**config.mk**
```make
export PLATFORM = sky130hd
export DESIGN_NAME = credit_link_rx_flat
export DESIGN_NICKNAME = d
export VERILOG_FILES = /design/src/rtl/credit_link_pkg.sv /design/src/rtl/credit_link_if.sv /design/src/rtl/credit_link_fifo.sv /design/src/rtl/credit_link_rx.sv /design/src/flat_wrapper.sv
export SDC_FILE = /design/constraint.sdc
export NUM_CORES = 1
export LEC_CHECK = 0
export CAP_MARGIN = 20
export CORE_MARGIN = 2
export CORE_UTILIZATION = 45
export CTS_BUF_LIST = sky130_fd_sc_hd__clkbuf_4 sky130_fd_sc_hd__clkbuf_8
export DETAILED_ROUTE_END_ITERATION = 10
export HOLD_SLACK_MARGIN = 0.02
export PLACE_DENSITY = 0.78
export SLEW_MARGIN = 20
export SYNTH_ARGS = -nofsm -noshare
export SYNTH_HDL_FRONTEND = slang
export SYNTH_SLANG_ARGS = --single-unit
```
**constraint.sdc**
```tcl
create_clock -name clk -period 4.54 [get_ports clk]
set_input_delay 0.681 -clock clk [delete_from_list [all_inputs] [get_ports clk]]
set_output_delay 0.681 -clock clk [all_outputs]
set_load 0.02 [all_outputs]
```
**src/rtl/credit_link_pkg.sv**
```systemverilog
// Shared constants and types for the credit-based link (sender and receiver).
package credit_link_pkg;

  localparam int DEF_DATA_WIDTH = 64;
  localparam int DEF_DEPTH      = 4;

  typedef logic [DEF_DATA_WIDTH-1:0] flit_t;

endpackage

```
**src/rtl/credit_link_if.sv**
```systemverilog
// Credit link bundle: sender-side flit path plus consumer-side valid/ready path.
//
// Handshake semantics:
//   - in_valid carries no back-pressure; the sender only raises it after
//     spending one credit. credit_return pulses for one cycle per freed entry.
//   - out_valid/out_ready is strict valid/ready: a transfer happens on a rising
//     clk edge where both are high; out_data is stable while out_valid is high
//     and out_ready is low.
interface credit_link_if #(
  parameter int DATA_WIDTH = 64
);
  logic                  in_valid;
  logic [DATA_WIDTH-1:0] in_data;
  logic                  credit_return;
  logic                  out_valid;
  logic [DATA_WIDTH-1:0] out_data;
  logic                  out_ready;

  // Environment view: sender plus consumer.
  modport master (
    output in_valid, in_data, out_ready,
    input  credit_return, out_valid, out_data
  );

  // Receiver view.
  modport slave (
    input  in_valid, in_data, out_ready,
    output credit_return, out_valid, out_data
  );
endinterface

```
**src/rtl/credit_link_fifo.sv**
```systemverilog
// First-word fall-through buffer with power-of-two depth. Push/pop strobes
// arrive already qualified by the parent; pointers wrap modulo DEPTH.
module credit_link_fifo
  import credit_link_pkg::*;
#(
  parameter int DATA_WIDTH = DEF_DATA_WIDTH,
  parameter int DEPTH      = DEF_DEPTH,
  localparam int CNT_W     = $clog2(DEPTH + 1),
  localparam int PTR_W     = $clog2(DEPTH)
) (
  input  logic                  clk,
  input  logic                  rst_n,
  input  logic                  push,
  input  logic                  pop,
  input  logic [DATA_WIDTH-1:0] wr_data,
  output logic [DATA_WIDTH-1:0] rd_data,
  output logic [CNT_W-1:0]      occupancy
);

  logic [DATA_WIDTH-1:0] mem [DEPTH];
  logic [PTR_W-1:0]      wr_ptr;
  logic [PTR_W-1:0]      rd_ptr;

  // Storage write; contents are don't-care until written, so no reset.
  always_ff @(posedge clk) begin
    if (push) begin
      mem[wr_ptr] <= wr_data;
    end
  end

  // Pointer and occupancy bookkeeping; natural wrap since DEPTH is 2**PTR_W.
  always_ff @(posedge clk or negedge rst_n) begin
    if (!rst_n) begin
      wr_ptr    <= '0;
      rd_ptr    <= '0;
      occupancy <= '0;
    end else begin
      if (push) begin
        wr_ptr <= wr_ptr + PTR_W'(1);
      end
      if (pop) begin
        rd_ptr <= rd_ptr + PTR_W'(1);
      end
      case ({push, pop})
        2'b10:   occupancy <= occupancy + CNT_W'(1);
        2'b01:   occupancy <= occupancy - CNT_W'(1);
        default: occupancy <= occupancy;
      endcase
    end
  end

  // Head entry is presented combinationally; zero while empty.
  always_comb begin
    rd_data = '0;
    if (occupancy != '0) begin
      rd_data = mem[rd_ptr];
    end
  end

endmodule

```
**src/rtl/credit_link_rx.sv**
```systemverilog
// Receiver end of a credit-based link: buffers flits, returns one credit per
// consumed flit and counts accepted flits.
// Optional feature: define CREDIT_LINK_RX_OVF_CHECK_EN to add a sticky ovf_err
// output flagging flits that arrived with no free entry.
module credit_link_rx
  import credit_link_pkg::*;
#(
  parameter int DATA_WIDTH = DEF_DATA_WIDTH,
  parameter int DEPTH      = DEF_DEPTH,
  localparam int CNT_W     = $clog2(DEPTH + 1)
) (
  input  logic             clk,
  input  logic             rst_n,
  credit_link_if.slave     link,
  output logic [CNT_W-1:0] occupancy,
  output logic [31:0]      rx_total
`ifdef CREDIT_LINK_RX_OVF_CHECK_EN
  ,
  output logic             ovf_err
`endif
);

  logic        push;
  logic        pop;
  logic        full;
  logic        credit_q;
  logic [31:0] rx_total_q;

  assign full           = (occupancy == CNT_W'(DEPTH));
  assign link.out_valid = (occupancy != '0);
  assign pop            = link.out_valid && link.out_ready;
  // A full buffer still accepts when the head leaves in the same cycle.
  assign push           = link.in_valid && (!full || pop);

  credit_link_fifo #(
    .DATA_WIDTH (DATA_WIDTH),
    .DEPTH      (DEPTH)
  ) u_fifo (
    .clk       (clk),
    .rst_n     (rst_n),
    .push      (push),
    .pop       (pop),
    .wr_data   (link.in_data),
    .rd_data   (link.out_data),
    .occupancy (occupancy)
  );

  // One registered credit pulse per pop; back-to-back pops give back-to-back pulses.
  always_ff @(posedge clk or negedge rst_n) begin
    if (!rst_n) begin
      credit_q <= 1'b0;
    end else begin
      credit_q <= pop;
    end
  end

  assign link.credit_return = credit_q;

  // Accepted-flit counter, wraps naturally at 32 bits.
  always_ff @(posedge clk or negedge rst_n) begin
    if (!rst_n) begin
      rx_total_q <= '0;
    end else if (push) begin
      rx_total_q <= rx_total_q + 32'd1;
    end
  end

  assign rx_total = rx_total_q;

`ifdef CREDIT_LINK_RX_OVF_CHECK_EN
  logic ovf_q;

  // Sticky flag: sender overran its credits and a flit was dropped.
  always_ff @(posedge clk or negedge rst_n) begin
    if (!rst_n) begin
      ovf_q <= 1'b0;
    end else if (link.in_valid && full && !pop) begin
      ovf_q <= 1'b1;
    end
  end

  assign ovf_err = ovf_q;
`endif

endmodule

```
**src/flat_wrapper.sv**
```systemverilog
// flat-port wrapper written by rule: the top's interface ports become plain ports
module credit_link_rx_flat import credit_link_pkg::*;
#(
  parameter int DATA_WIDTH = DEF_DATA_WIDTH,
  parameter int DEPTH      = DEF_DEPTH,
  localparam int CNT_W     = $clog2(DEPTH + 1)
)
  (clk, rst_n, occupancy, rx_total, link_in_valid, link_in_data, link_out_ready, link_credit_return, link_out_valid, link_out_data);
  credit_link_if #(.DATA_WIDTH(DATA_WIDTH)) link_i ();
  input  logic clk;
  input  logic rst_n;
  output logic [CNT_W-1:0] occupancy;
  output logic [31:0] rx_total;
  input wire logic [$bits(link_i.in_valid)-1:0] link_in_valid;
  input wire logic [$bits(link_i.in_data)-1:0] link_in_data;
  input wire logic [$bits(link_i.out_ready)-1:0] link_out_ready;
  output wire logic [$bits(link_i.credit_return)-1:0] link_credit_return;
  output wire logic [$bits(link_i.out_valid)-1:0] link_out_valid;
  output wire logic [$bits(link_i.out_data)-1:0] link_out_data;
  assign link_i.in_valid = link_in_valid;
  assign link_i.in_data = link_in_data;
  assign link_i.out_ready = link_out_ready;
  assign link_credit_return = link_i.credit_return;
  assign link_out_valid = link_i.out_valid;
  assign link_out_data = link_i.out_data;
  credit_link_rx #(.DATA_WIDTH(DATA_WIDTH), .DEPTH(DEPTH)) u_core (.clk(clk), .rst_n(rst_n), .link(link_i), .occupancy(occupancy), .rx_total(rx_total));
endmodule
```
# ---- Yosys cells after proc, flatten, opt, wreduce, memory -nomap -nowiden
# Memories as Yosys holds them, arrays and structs flattened.
# Index checks and enable logic that the tools add are counted.
dict set report word_totals {
  ramBits 256
  reg_bits 40
  mem_count 1
  wordCells 24
}
dict set report classes {
  add_sub_neg 5
  mux 4
  reduce_logical 6
  eq_ne 3
}
# name depth width rd rd_ports_with_merged_regs write_ports line_no
set memory_table {}
lappend memory_table {u_core.u_fifo.mem 4 64 1 0 1 credit_link_fifo.sv:20} ;# logic [DATA_WIDTH-1:0] mem [DEPTH];
# cell count
set ops {}
lappend ops {{$mux 64} 1}
lappend ops {{$add 32x1->32 const B} 1}
lappend ops {{$pmux 3 s2} 1}
lappend ops {{$add 2x1->2 const B} 2}
lappend ops {{$add 3x1->3 const B} 1}
lappend ops {{$eq 3x3->1 const B} 1}
lappend ops {{$reduce_bool 3->1} 1}
lappend ops {{$sub 3x1->3 const B} 1}
lappend ops {{$eq 2x1->1 const B} 1}
lappend ops {{$eq 2x2->1 const B} 1}
lappend ops {{$logic_and 1x1->1} 2}
lappend ops {{$mux 1} 2}
lappend ops {{$reduce_bool 2->1} 1}
lappend ops {{$logic_not 1->1} 1}
lappend ops {{$logic_or 1x1->1} 1}

# ---- Logic depth before layout (Yosys ltp)
# Gate-level depths: netlist of run 1.
dict set report depth {
  word_depth 6
  mapped_depth 8
}

# ---- Cells and area by module
# Synthesis of run 1 repeated with hierarchy kept, for this count alone.
dict set report hier_totals {
  cells_unflattened 581
  area_unflattened_um2 11652.4
}
# module seq_area_each_um2 instances cells_per_inst area_each_um2
set by_module_without_submodules {}
lappend by_module_without_submodules {credit_link_fifo 7862.5 1 439 10050.9}
lappend by_module_without_submodules {credit_link_rx 825.8 1 142 1601.5}

# ---- Worst setup path before layout of run 1
# Ideal clock, no wire load.
dict set report synth_path {
  path_type {input port to flip-flop}
  startpoint {input link_in_valid}
  endpoint {memory u_core.u_fifo.mem[0][0] (enable)}
  stages 3
  slack_ns 1.343
  setup_ns 0.429
  arrival_time_ns 2.768
  path_cell_list {clkbuf_1 > clkbuf_1 > and3_1}
}
dict set report synth_via {
  elab_chain_cells 3
}
# element line_no
set synth_rtl {}
lappend synth_rtl {{start: declaration} flat_wrapper.sv:14} ;# input wire logic [$bits(link_i.in_valid)-1:0] link_in_valid;
lappend synth_rtl {{$logic_and 1x1->1} credit_link_rx.sv:33} ;# assign push = link.in_valid && (!full || pop);
lappend synth_rtl {{$mux 1} credit_link_fifo.sv:26} ;# if (push) begin
lappend synth_rtl {{$mux 1 (implied by the code)} credit_link_fifo.sv:27} ;# mem[wr_ptr] <= wr_data;
lappend synth_rtl {{end: declaration} credit_link_fifo.sv:20}
# No other way between the ends.

# ---- Worst setup path in the final report of run 1
dict set report layout_path {
  startpoint {register u_core.u_fifo.rd_ptr[0]}
  endpoint {output link_out_data[58]}
}
dict set report layout_via {
  elab_chain_cells 2
}
# element line_no
set layout_rtl {}
lappend layout_rtl {{start: declaration} credit_link_fifo.sv:22} ;# logic [PTR_W-1:0] rd_ptr;
lappend layout_rtl {{start signal: assignment} credit_link_fifo.sv:42} ;# rd_ptr <= rd_ptr + PTR_W'(1);
lappend layout_rtl {{$mem_v2 4x64} -}
lappend layout_rtl {{$mux 64} credit_link_fifo.sv:55} ;# if (occupancy != '0) begin
lappend layout_rtl {{end: declaration} flat_wrapper.sv:19} ;# output wire logic [$bits(link_i.out_data)-1:0] link_out_data;
# No other way between the ends.

==> results of run 1 <==
## cells by family after synthesis
family	count (synthesis)	synth area share
DFF	296	0.746
and+or+nand+nor	149	0.0777
muxes	65	0.125
buffers and inverters	38	0.0136
xor gates and xnor gates	37	0.0278
AOI/OAI and AO/OA	7	0.00365
adders and majority gates	6	0.00709
## worst max-delay path, stage by stage, from the launching register on
cell	delay, ns
dfrtp_4	0.94
buf_4	0.40
mux4_2	0.53
and2_1	0.20
clkdlybuf4s50_1	0.54
## metal layers
metal  global-route usage  wire length [microns]
met1                0.231                   9850
met3               0.0417                   1140
met2                0.294                  11800
met5                    0                     13
met4               0.0577                    514
## through the flow
step / utilization / setup WS, ns
finish: 0.577 / 0.698
global placement: 0.541 / 1.21
detailed placement: 0.541 / 1.18
global route: 0.577 / 0.449
floorplan: - / 1.34
CTS: 0.577 / 0.562
## state kept, by name, summed over array words and instances, names as in the netlist
name,flops
u_core.link.credit_return,1
u_core.u_fifo.occupancy,3
u_core.rx_total,32
u_core.u_fifo.mem,256
u_core.u_fifo.rd_ptr,2
u_core.u_fifo.wr_ptr,2
## worst max path at each step
stage / start / to / slack (ns) / depth (start not counted)
after floorplan: link_in_valid / u_core.u_fifo.mem[0][0] / 1.34 / 3
after global placement: u_core.u_fifo.rd_ptr[0] / link_out_data[58] / 1.21 / 4
after detailed placement: u_core.u_fifo.rd_ptr[0] / link_out_data[59] / 1.18 / 4
after CTS: u_core.u_fifo.rd_ptr[0] / link_out_data[59] / 0.56 / 4
after global routing: u_core.u_fifo.rd_ptr[0] / link_out_data[60] / 0.45 / 4
final: u_core.u_fifo.rd_ptr[0] / link_out_data[58] / 0.70 / 4
## power by group
group          internal, mW  total, mW  switching [mW]
sequential             3.53       3.92           0.392
clock                  1.21       2.22            1.01
combinational          1.78       3.44            1.65
## cells in the final DEF, fill, tap and decap left out, drive strengths merged
cell and instances:
o31ai 1, or3 1, a22oi 1, clkdlybuf4s50 168, inv 11, dfrtp 40
and4 6, nor3b 1, or4 2, xnor2 12, nand4 9, buf 5
bufinv 1, fa 1, nor2 10, a211oi 1, and2 68, or4b 2
nand2b 1, nand3 10, clkbuf 67, edfxtp 256, ha 5, a21oi 1
nor3 8, o21ai 3, xor2 25, nand2 17, nand4b 1, mux2i 1
nor4 6, and3 6, mux4 64, nor4b 1, clkinv 16
## layout make-up
type	count	area, sq um	share of cell area
inverter	9	33.8	0.00231
clock inverter	19	115	0.00788
clock buffer	67	810	0.0554
timing repair buffer	173	1720	0.118
multi-input combinational	264	2830	0.193
tap	330	413	0.0283
sequential	296	8700	0.595
==> reports/results.ini, run 1 <==
[run_status]
status=complete, no violations

[clock_network]
cts-root-buf=clkbuf_8
cts_resized=0
clock_path_buffers=3
postCtsHoldBufs=0
clkSlewWorstSetupHoldPaths_ns=0.06
cts_htree_levels=2
cts.sinks=296
post-cts-setup-buffers=0
cts_tree=built
numCtsBuffers=49
clk_latency_ns=0.56

[global_route]
track_usage=0.176
antenna_found_initial=1
grt_overflow=0
grt_pass1_wl_microns=36300
grt_pass1_vias=6581
grt_max_degree=66

[floorplan]
start_util=0.460
boundaryPins=169
dieArea_sq_um=27200
core_area_sq_um=25300
die_h_microns=165
die_w_microns=165
rows=58

[logic_synthesis]
ys_warn_count=0
synth_area_per_cell_sq_um=19.5
yosysMostFrequentCell=edfxtp_1
synth_top_area_cell=edfxtp_1
netlist.area_leader.share=0.660
yosys-top-cells-area=edfxtp_1 66%, mux4_2 12%, dfrtp_1 8.6%
syn_inst=598
synth_ff_type=edfxtp_1
synth_async_sr_flop_share=0.135
syn_nets=672
synth-edff-count=256
ys_seq_elements=296
yosysSeqAreaShare=0.746
yosys.cell_types.count=39
synthTopCellsByCount=256 x edfxtp_1, 68 x and2_1, 64 x mux4_2
syn_area_sq_um=11700

[layout]
nets=867
finalNonFillerCells=1158
finish.instance_area_sq_um=14600
antenna_cells=0
drive_above_1_share=0.186
fillCellCount=1854
area_growth_pct=25.4

[worst_setup_path]
cp-start-kind=register
crit_arrival_ns=3.16
required_ns=3.86
critical_path_class=register to output pin
r2r_end=u_core.u_fifo.occupancy[1]
r2r_cells=7
critPathMaxFanout=38
end_kind=output pin
r2r-start=u_core.u_fifo.occupancy[1]
r2r_setup_slack_ns=1.72

[timing]
slew_violations=0
max_freq_mhz=260
setup-tns-final_ns=0
tightestPinTransition_ns=1.04
hold_slack_ns=0.465
hold_viol=0
max_slew_margin=0.304
finalClockSkew_ns=0.0242
rsz0062_at_grt=false
fin_crit_sh=0.846
setup_viol=0
period_minus_slack_ns=3.84

[power_and_ir_drop]
p_leak_nw=5.01
ir_worst_vdd_mv=0.439
powerDensity_nw_per_um2=655
design_power_total_mw=9.58

[detailed_routing]
drtPass1Iterations=5
drtIter0Drc=395
ant_nets=0
routed_via_density=5.31
drc_errors=0
wire_per_inst_microns=20.2
num_vias=6148
wl_microns=23300

[placed_design]
io_buffers=168
postPlaceCellArea_sq_um=13700
gp_congestion=0.841
placed_cells=1072
hpwl_microns=13300

[worst_hold_path]
hold_depth=1
hold_end=u_core.rx_total[31]
hold_class=register to register
worstHoldStart=u_core.rx_total[31]

[run]
cap_violations=0

(Power assumes the default switching activity.)
==> run 2: changes to the inputs <==
Settings changed: PLACE_DENSITY 0.78 to 0.81.
Clock period 4.54 ns to 3.16 ns, I/O delays scaled along.
==> reports/results.ini, run 2 (same netlist as run 1, synthesis figures left out) <==
[timing]
period_minus_slack_ns=3.04
tightestPinTransition_ns=1.02  ; -0.0258 ns
slew_violations=0  ; unchanged
setup_ws_ns=0.124  ; -0.574 ns
setup-tns-final_ns=0  ; unchanged
max_freq_mhz=329
max_slew_margin=0.321  ; +0.0172
rsz0062_at_grt=false
setup_viol=0  ; unchanged
fin_crit_sh=0.961
hold_viol=0  ; unchanged
finalClockSkew_ns=0.0247  ; +0.000481 ns
hold_slack_ns=0.0633  ; -0.401 ns

[power_and_ir_drop]
p_leak_nw=5.02  ; +0.26%
switching_share=0.319  ; +0.000343
p_sw_mw=4.36  ; +43%
p_int_mw=9.29  ; +42%
design_power_total_mw=13.6  ; +42%
seqPwrFrac=0.396  ; -0.013
powerDensity_nw_per_um2=932  ; +42%
p_comb_frac=0.393  ; +0.034
ir_worst_vdd_mv=0.577  ; +31%
clkPwrFrac=0.212  ; -0.020

[run_status]
status=complete, no violations

[clock_network]
clock_path_buffers=3  ; unchanged
cts_htree_levels=2  ; unchanged
clk_latency_ns=0.56  ; about the same
cts_tree=built
clkSlewWorstSetupHoldPaths_ns=0.06  ; about the same
cts-root-buf=clkbuf_8
numCtsBuffers=46  ; -6.1%
cts.sinks=296  ; unchanged
postCtsHoldBufs=0  ; unchanged

[floorplan]
dieArea_sq_um=27200  ; unchanged
rows=58  ; unchanged
core_area_sq_um=25300  ; unchanged
boundaryPins=169  ; unchanged
die_w_microns=165  ; unchanged
start_util=0.460  ; unchanged
die_h_microns=165  ; unchanged

[detailed_routing]
ant_nets=0  ; unchanged
num_vias=6052  ; -1.6%
drc_errors=0  ; unchanged
drtPass1Iterations=6  ; +1
wl_microns=23000  ; -1.6%
wire_per_inst_microns=19.9  ; -1.4%
drtIter0Drc=428  ; +8.4%
routed_via_density=5.24  ; -1.4%

[placed_design]
io_buffers=168  ; unchanged
gp_congestion=0.837  ; -0.44%
hpwl_microns=13900  ; +4.2%
dp_slack_ns=0.370  ; -0.808 ns
postPlaceCellArea_sq_um=13800  ; +0.53%

[layout]
final_cell_mix=256 x edfxtp_1, 166 x clkdlybuf4s50_1, 68 x and2_1, 64 x mux4_2, 47 x clkbuf_8
fillCellCount=1896  ; +2.3%
area_growth_pct=25.6
nets=870  ; +0.35%
mostFrequentLayoutCell=edfxtp_1
largest_register_ffs=256  ; unchanged
finish.instance_area_sq_um=14600  ; +0.18%
drive_above_1_share=0.184  ; -0.00175
regMostFlops=u_core.u_fifo.mem

[global_route]
grt_max_degree=65  ; -1.5%
track_usage=0.172  ; -0.00436
grt_pass1_wl_microns=35200  ; -2.8%
grt_overflow=0  ; unchanged
grt_pass1_vias=6363  ; -3.3%
antenna_found_initial=1  ; unchanged

[worst_hold_path]
hold_class=input pin to async pin

[worst_setup_path]
required_ns=2.69  ; -1.17 ns
critical_path_class=register to output pin
end_kind=output pin
cp-start-kind=register
critPathMaxFanout=21  ; -45%
crit_arrival_ns=2.56  ; -0.60 ns

[run]
cap_violations=0  ; unchanged

-- run 2: cell types whose count changed in the layout (fill, tap and decap cells not counted), moves of 2 or more --
| cell | previous run | this run |
|---|---|---|
| clkbuf_4 | 18 | 12 |
| buf_12 | 0 | 5 |
| clkbuf_8 | 49 | 47 |
| clkdlybuf4s50_1 | 168 | 166 |
| clkinv_8 | 0 | 2 |
| inv_8 | 2 | 0 |
-- run 2: repair_timing --
item / CTS / global route
setup endpoints to repair: 63 / 1
pin swaps: 0 / 0
buffers inserted: 4 / 0
resized for setup: 1 / 1
-- run 2: power groups by stage --
stage	sequential (mW)	clock [mW]	combinational [mW]
detailed placement	5.54	0	5.30
global placement	5.50	0	5.26
global route	5.47	3.13	5.70
floorplan	5.41	0	3.09
finish	5.40	2.89	5.36
CTS	5.41	2.98	5.46
-- run 2: final cells by class --
class	count	area [sq um]	share of cell area
multi-input cells	264	2830	0.193
flip-flops and latches	296	8700	0.594
well taps	330	413	0.0282
diodes	1	2.50	0.000171
clock buffers	59	737	0.0503
inverters	9	33.8	0.00231
clock inverters	18	95.1	0.00650
repair buffers	179	1830	0.125
-- run 2: final timing paths --
kind                                              endpoint                       start  slack, ns  depth (start not counted)
worst max-delay path                      link_out_data[4]     u_core.u_fifo.rd_ptr[0]       0.12                          4
worst min-delay path                   u_core.rx_total[31]                       rst_n       0.06                          1
worst max register to register  u_core.u_fifo.occupancy[1]  u_core.u_fifo.occupancy[1]       0.77                          7
worst min register to register         u_core.rx_total[31]         u_core.rx_total[31]       0.46                          1
max in group asynchronous          u_core.u_fifo.rd_ptr[1]                       rst_n       2.43                          1
min in group clk                       u_core.rx_total[31]         u_core.rx_total[31]       0.46                          1
-- run 2: critical path, stage by stage (launching register included) --
cell and delay (ns):
dfrtp_4 0.52, buf_12 0.23, mux4_2 0.54, and2_1 0.18
clkdlybuf4s50_1 0.53
-- run 2: through the flow --
step | instances | utilization
global placement | 1074 | 0.543
global route | 1156 | 0.578
floorplan | 598 | -
finish | 1156 | 0.578
detailed placement | 1074 | 0.543
CTS | 1155 | 0.578
-- run 2: layer usage --
metal | up-vias | wire [microns] | GRT usage
met4 | 0 | 831 | 0.0747
met3 | 49 | 1180 | 0.0359
met2 | 194 | 11600 | 0.285
met5 | - | 0 | 0
li1 | 2746 | - | -
met1 | 3063 | 9370 | 0.221
==> patch: new RTL, config.mk and constraints of run 2 <==
The package constant `DEF_DEPTH` goes from 4 to 8.
--- a/src/rtl/credit_link_pkg.sv
+++ b/src/rtl/credit_link_pkg.sv
@@ -3,5 +3,5 @@
 
   localparam int DEF_DATA_WIDTH = 64;
-  localparam int DEF_DEPTH      = 4;
+  localparam int DEF_DEPTH      = 8;
 
   typedef logic [DEF_DATA_WIDTH-1:0] flit_t;
Ports: changed (resized occupancy); port bits go from 169 to 170. No check against the original RTL was run, so the function may have changed too.
==> patch against run 2 <==
Wire length is 100% higher; critical endpoint is now link_out_data[32]; clock power is 110% higher; fmax is 1.3% lower; sequential cell count is 259 higher; sequential power is 78% higher; cell area is 81% higher; power is 80% higher; non-clock buffer count is 52 higher; area after synthesis is 84% higher; clock skew is 0.012 ns higher; setup slack worse by 0.040 ns; die area is 82% higher.
==> patch: results (changes against run 2) <==
| Metric | Value |
|---|---|
| Non-Filler Instances | 1950 (+69%) |
| Max FFs per register | 512 (+100%) |
| Max incr delay on CP | 0.51 ns (-0.03 ns) |
| Setup WS pre-CTS | 0.3219 ns (-0.04813 ns) |
| CTS max path bufs | 3 (unchanged) |
| Synth warn | 0 (unchanged) |
| Vias in the first global route | 11375 (+79%) |
| Post-DP HPWL | 25760 um (+85%) |
| Share of cell area taken by muxes after synthesis | 16.57% (+4.1 points) |
| Drt total wl | 45990 um (+100%) |
| Buffers added on ports | 169 (+0.60%) |
| FF-to-FF setup slack | 0.72 ns (-0.05 ns) |
| Clock Latency Late Sink | 0.67 ns (+0.11 ns) |
| Root Driver | clkbuf_8 |
| Async SR Flop Fraction | 7.748% (-5.8 points) |
| Pre-Repair DR Iteration Count | 5 (-1) |
| H-Tree Depth | 3 (+1) |
| XOR/XNOR Fraction of Synth Area | 1.551% (-1.2 points) |
| Slowest-stage cell, CP | mux4_2 |
| R2R depth | 8 (+1) |
| Leakage | 8.967 nW (+79%) |
| # nets final | 1351 (+55%) |
| Max Fanout on Critical Path | 8 (-62%) |
| CTS Buf Count | 87 (+89%) |
| Synth Area in Compound Gates | 0.4316% (+0.067 points) |
| Adder-cell share of the synthesized area | 0.3849% (-0.32 points) |
| HP Class | primary input to asynchronous set/reset pin |
| Top post-synthesis cells by area | edfxtp_1 (72%), mux4_2 (13%), dfrtp_1 (5.0%) |
| Prevailing post-synth register cell | edfxtp_1 |
| Largest net degree at the start of global routing | 47 (-28%) |
| Sequential fraction of the synthesis area | 76.68% (+2.1 points) |
| Synth unique cells | 37 (-5.1%) |
| RR Startpoint | u_core.u_fifo.occupancy[0] |
| Outcome | complete, no violations |
| Initial antenna violation count | 5 (+4) |
| Top reg by flops | u_core.u_fifo.mem |
| Clock slew at reported path FFs | 0.06 ns (about the same) |
| Number of synthesized flops with an enable pin | 512 (+100%) |
| Iter 0 DRT Violations | 931 (+120%) |
| Tot GR Track Use | 18.79% (+1.6 points) |
| Share of post-route cells with drive strength above 1 | 29.88% (+11 points) |
| Arr. time, crit path | 2.60 ns (+0.04 ns) |
| Hold Slack | 0.2360 ns (+0.1727 ns) |
| Worst flop-to-flop path endpoint | u_core.u_fifo.occupancy[3] |
| Post-Syn Area per Cell | 21.37 um^2 (+9.7%) |
| Worst VDD drop | 616.7 uV (+6.9%) |
| Max transition margin | 61.77% (+30 points) |
| Top post-synthesis cells by count | edfxtp_1 (512), mux4_2 (128), nor2_1 (69) |
| DP Area | 24420 um^2 (+77%) |
| Clock skew | 0.03632 ns (+0.01162 ns) |
| GP Congestion | 0.7779 (-7.1%) |
| Delay-heaviest family, CP | buffers and inverters |
| Syn Nets | 1078 (+60%) |
| Vias per cell | 5.494 (+4.9%) |
| First-pass GRT wire length | 69190 um (+96%) |
| Number of instances in the placed design | 1781 (+66%) |
patch: cell count changes after synthesis, sizes merged, moves of 3 or more:
cell,before,now
mux2i,1,66
clkbuf,16,11
inv,9,6
dfrtp,40,43
buf,13,36
edfxtp,256,512
xor2,25,6
and2,68,0
xnor2,12,32
nand4,9,13
mux4,64,128
nor2,10,69
nand3,10,14
nand2,17,20
patch: how the worst max path moves through the flow:
stage                                     startpoint                       to  slack (ns)  depth (start not counted)
after detailed placement     u_core.u_fifo.rd_ptr[0]        link_out_data[17]        0.32                          6
after global placement       u_core.u_fifo.rd_ptr[0]        link_out_data[17]        0.34                          6
after CTS                    u_core.u_fifo.rd_ptr[0]        link_out_data[24]       -0.07                          7
final                        u_core.u_fifo.rd_ptr[0]        link_out_data[32]        0.08                          7
after global routing         u_core.u_fifo.rd_ptr[0]        link_out_data[32]       -0.06                          7
after floorplan           u_core.u_fifo.occupancy[0]  u_core.u_fifo.mem[6][0]       -0.57                          3
patch: what timing repair did:
action,CTS,global route
setup buffers,10,4
setup endpoints to repair,65,53
resized for setup,143,58
gates cloned,5,1
hold endpoints to repair,43,0
hold buffers,1,0
pin swaps,1,0
patch: cell type report:
cell class / count / area [um^2]
multi-input cells: 396 / 5019
well taps: 615 / 769.5
clock inverters: 43 / 402.9
fillers: 3489 / 20980
clock buffers: 101 / 1315
flip-flops and latches: 555 / 16470
repair buffers: 231 / 2467
diodes: 3 / 7.507
inverters: 6 / 22.52
patch: where the power goes:
part	internal, mW	leakage, nW	switching [mW]	total (mW)
Clock	3.40	0.881	2.67	6.07
Combinational	4.12	2.88	4.80	8.93
Sequential	9.17	5.20	0.452	9.62
Total	16.7	8.97	7.93	24.6
patch: kinds of logic after synthesis:
| group | after synthesis |
|---|---|
| flops | 555 |
| simple gates | 147 |
| mux | 195 |
| compound gates | 10 |
| fa+ha+maj | 6 |
| buf+inv | 53 |
| xor+xnor | 38 |
patch: worst reg2reg max path, cell delays in order (launching register included):
cell and delay, ns:
dfrtp_2 0.47, o41ai_4 0.56, or2_2 0.24, inv_1 0.07, ha_1 0.27, a21o_1 0.18
a21oi_1 0.17, mux2i_1 0.25, xor2_1 0.16
patch: metal layers:
metal  global-route usage [%]  routed length [um]
met1                    24.72               19190
met2                    31.55               23620
met5                        0                  23
met3                    4.047                2319
met4                    5.932                 842
patch: per-stage QoR:
stage | setup TNS [ns] | utilization (%)
after floorplan | -132.48 | -
after global placement | 0 | 51.47
after detailed placement | 0 | 51.47
after CTS | -0.3254 | 55.75
after global routing | -0.2585 | 55.79
final | 0 | 55.79
